<file path="src/rtl/edge_capture.sv">
// Multi-channel synchronise / glitch-filter / edge-capture with sticky pending flags and masked irq; filter built only with EDGE_CAPTURE_FILTER_EN.
// Latency: level SYNC_STAGES+filter_len edges after input, pulse +1, pending +2, irq +3; no backpressure, clear is level-sensitive.
module edge_capture #(
   parameter int WIDTH       = 8,
   parameter int SYNC_STAGES = 2,
   parameter int FILTER_BITS = 4
) (
   input  logic                   clk,
   input  logic                   reset_n,
   input  logic [WIDTH-1:0]       in,
   input  logic [WIDTH-1:0]       rise_en,
   input  logic [WIDTH-1:0]       fall_en,
   input  logic [FILTER_BITS-1:0] filter_len,
   input  logic [WIDTH-1:0]       clear,
   input  logic [WIDTH-1:0]       irq_mask,
   output logic [WIDTH-1:0]       level,
   output logic [WIDTH-1:0]       pulse,
   output logic [WIDTH-1:0]       pending,
   output logic                   irq
);

   logic [WIDTH-1:0] sync_q [SYNC_STAGES];
   logic [WIDTH-1:0] s;
   logic [WIDTH-1:0] level_q, level_d;
   logic [WIDTH-1:0] prev_q;
   logic [WIDTH-1:0] pulse_q, pulse_d;
   logic [WIDTH-1:0] pending_q, pending_d;
   logic             irq_q, irq_d;

   assign s = sync_q[SYNC_STAGES-1];

`ifdef EDGE_CAPTURE_FILTER_EN
   logic [FILTER_BITS-1:0] cnt_q [WIDTH];
   logic [FILTER_BITS-1:0] cnt_d [WIDTH];

   // >= rather than == so a filter_len lowered mid-count still accepts
   always_comb begin
      level_d = level_q;
      for (int i = 0; i < WIDTH; i++) begin
         cnt_d[i] = '0;
         if (s[i] != level_q[i]) begin
            if (cnt_q[i] >= filter_len) level_d[i] = s[i];
            else                        cnt_d[i]   = cnt_q[i] + 1'b1;
         end
      end
   end

   always_ff @(posedge clk) begin
      for (int i = 0; i < WIDTH; i++) begin
         if (!reset_n) cnt_q[i] <= '0;
         else          cnt_q[i] <= cnt_d[i];
      end
   end
`else
   logic unused_filter_len;
   assign unused_filter_len = ^filter_len;
   assign level_d = s;
`endif

   // Edges come from level history only, so enable changes alone never pulse
   assign pulse_d   = (rise_en & level_q & ~prev_q) | (fall_en & ~level_q & prev_q);
   assign pending_d = (pending_q & ~clear) | pulse_q;
   assign irq_d     = |(pending_q & irq_mask);

   always_ff @(posedge clk) begin
      if (!reset_n) begin
         for (int i = 0; i < SYNC_STAGES; i++) sync_q[i] <= '0;
         level_q   <= '0;
         prev_q    <= '0;
         pulse_q   <= '0;
         pending_q <= '0;
         irq_q     <= 1'b0;
      end else begin
         sync_q[0] <= in;
         for (int i = 1; i < SYNC_STAGES; i++) sync_q[i] <= sync_q[i-1];
         level_q   <= level_d;
         prev_q    <= level_q;
         pulse_q   <= pulse_d;
         pending_q <= pending_d;
         irq_q     <= irq_d;
      end
   end

   assign level   = level_q;
   assign pulse   = pulse_q;
   assign pending = pending_q;
   assign irq     = irq_q;

endmodule

</file>
<file path="config.mk">
export PLATFORM = sky130hd
export DESIGN_NAME = edge_capture
export DESIGN_NICKNAME = d
export VERILOG_FILES = /design/src/rtl/edge_capture.sv
export SDC_FILE = /design/constraint.sdc
export NUM_CORES = 1
export LEC_CHECK = 0
export BUFFER_PORTS_ARGS = -buffer_cell sky130_fd_sc_hd__clkbuf_2
export CORE_UTILIZATION = 23
export CTS_BUF_LIST = sky130_fd_sc_hd__clkbuf_4
export CTS_CLUSTER_SIZE = 8
export DETAILED_ROUTE_END_ITERATION = 12
export PLACE_DENSITY = 0.55
export SYNTH_ARGS = -nofsm -noshare
export SYNTH_HDL_FRONTEND = slang
export SYNTH_SLANG_ARGS = --single-unit
</file>
<file path="constraint.sdc">
create_clock -name clk -period 1.38 [get_ports clk]
set_input_delay 0 -clock clk [delete_from_list [all_inputs] [get_ports clk]]
set_output_delay 0 -clock clk [all_outputs]
set_load 0.01 [all_outputs]
</file>
==> out/results.tsv <==
metric	value	unit
clock_sinks	49	
critPathKind	flop to flop	
finalSetupTns	0	ns
first_global_vias	1281	
synth_compound_area_share	9.16	%
drive_gt1_share	31.9	%
crit_chain	a22oi_2 > dlygate4sd3_1 > a41oi_1	
design_area	2350	sq um
peakVddDrop	0.000525	V
status	completed	
yosys-mux-area-fraction	0	%
tightest_slew	0.256	ns
ant_nets	0	
clkTransAtPathRegs	0.12	ns
synth_fp_nets	177	
critPathLaunchType	flop	
synth_top_area_share	64.7	%
row_count	29	
final.period_utilization	91.6	%
max_slew_margin	83.0	%
fp.dieW	83.2	um
synth_top_cell_by_area	dfxtp_1	
clock_path_buffers	2	
syn_to_final_growth	55.2	%
synth_adder_area_share	0	%
yosysSeqAreaShare	64.7	%
maxCapViolations	0	
root_buffer	clkbuf_4	
synthCells	131	
synth-xor-area-share	0	%
htreeDepth	2	
grt_antenna_before_repair	0	
die_y	83.2	um
gp_congestion	0.646	
vias	1257	
cp.arrival	1.50	ns
p_leak	1.05	nW
diodes	0	
coreArea	6350	sq um
overflow	0	
syn-cell-area	1520	sq um
wl_per_cell	9.90	um
drtPass1Iterations	4	
grt_max_degree	18	
yosys.area_share.simple	24.4	%
clk_latency	0.34	ns
min_path_type	primary input to flop	
viasPerCell	3.99	
fin_skew	0.00482	ns
timing.final.crit_period	1.26	ns
drtIter0Drc	10	
ys_ff_latch	49	
syn_avg_cell_area	11.6	sq um
synth_top_family_by_area	simple AND/OR/NAND/NOR gates	
crit_required	1.61	ns
synth_cell_type_count	11	
post_cts_buffers	0	
cpPeakStageDelay	0.57	ns
die_area	6920	sq um
start_util	23.9	%
setup_viol	0	
drv_slew	0	
place_area	1940	sq um
finalHoldViolCount	0	
power_density	957	nW/um^2
crit_path_top_delay_cell	dlygate4sd3_1	
pin_count	71	
yosysWarnings	0	
routed_wl	3120	um
cts_tree	built	
drc	0	
synth_area_leaders	dfxtp_1, and2_1, nand3b_1, o21a_1, nor2b_1	
cts_buffers	5	
path_max_fanout	3	
timing.fmax	0.791	GHz
worstSetupEndpointType	flop	
hpwl	2150	um
grt_usage	9.93	%
port_buffers	66	
rsz0062_at_grt	no	
grt_pass1_wl	5440	um
fin_nets	285	
[repair_timing]
| item | CTS | global route |
|---|---|---|
| setup endpoints to repair | 0 | 1 |
| endpoints found under the hold margin | 25 | 0 |
| hold buffers | 37 | 0 |
| gates resized for setup | 0 | 1 |
[path summary, 6_finish.rpt]
kind | start | to | slack, ns | cells past startpoint
max | pending[5] | irq | 0.12 | 3
min | irq_mask[7] | irq | 0.02 | 3
max reg2reg | pending[5] | irq | 0.12 | 3
min reg2reg | sync_q[0][6] | sync_q[1][6] | 0.45 | 1
[critical path, delay by kind of cell (launching register included)]
kind / cells / cell delay [ns]
buffers and inverters: 1 / 0.57
flip-flops: 1 / 0.35
AO/OA/AOI/OAI: 2 / 0.24
[stage by stage]
stage          utilization, %  cells  hold WS [ns]  total power [mW]  setup WS, ns
2_1_floorplan               -    131         0.127              1.55         0.643
3_3_place_gp             30.5    272         0.206              1.64         0.607
3_5_place_dp             30.5    272         0.210              1.64         0.600
4_1_cts                  37.0    315       0.00485              2.31         0.113
5_1_grt                  37.1    315        0.0426              2.38       0.00954
6_report                 37.1    315        0.0209              2.25         0.116
[where the power goes]
part	internal, mW	leakage (nW)	switching [mW]
Combinational	0.133	0.625	0.0686
Sequential	1.45	0.400	0.0143
Clock	0.178	0.0269	0.405
Total	1.76	1.05	0.488
[placed cells by master (no fill, tap or decap), types with 2 or more instances in the layout]
master / n
a21oi_1: 8
a22oi_1: 3
and2_1: 32
buf_4: 2
clkbuf_2: 66
clkbuf_4: 5
dfxtp_1: 49
dlygate4sd3_1: 37
nand3b_1: 16
nor2b_1: 8
o21a_1: 8
[metal layers]
metal  track usage [%]  vias up  wire length [um]
li1                  -      650                 -
met1              9.92      550              1320
met2              17.5       47              1470
met3              4.08       10               233
met4              5.33        0                97
met5                 0        -                 0
[registers in the layout, indices dropped and copies added (netlist names)]
register	cells
prev_q	8
level	8
pulse	8
irq	1
sync_q	16
pending	8
[synth_stat cells]
cell / count
a21oi_1: 8
a22oi_1: 4
a41oi_1: 1
and2_1: 32
buf_4: 1
clkbuf_2: 3
dfxtp_1: 49
inv_2: 1
nand3b_1: 16
nor2b_1: 8
o21a_1: 8
[kinds of logic (layout without fill, tap and decap cells)]
family / Yosys count / in the layout
AND/OR/NAND/NOR: 56 / 56
AO/OA/AOI/OAI: 21 / 21
buffers and inverters: 5 / 112
flip-flops: 49 / 49
[cell type report]
cell class / instances / area [sq um]
Clock buffer: 5 / 37.5
Clock inverter: 1 / 5.00
Fill cell: 652 / 4000
Inverter: 1 / 3.75
Multi-Input combinational cell: 77 / 514
Sequential cell: 49 / 981
Tap cell: 77 / 96.3
Timing Repair Buffer: 105 / 716
No activity file was read; power rests on OpenSTA's default activity.
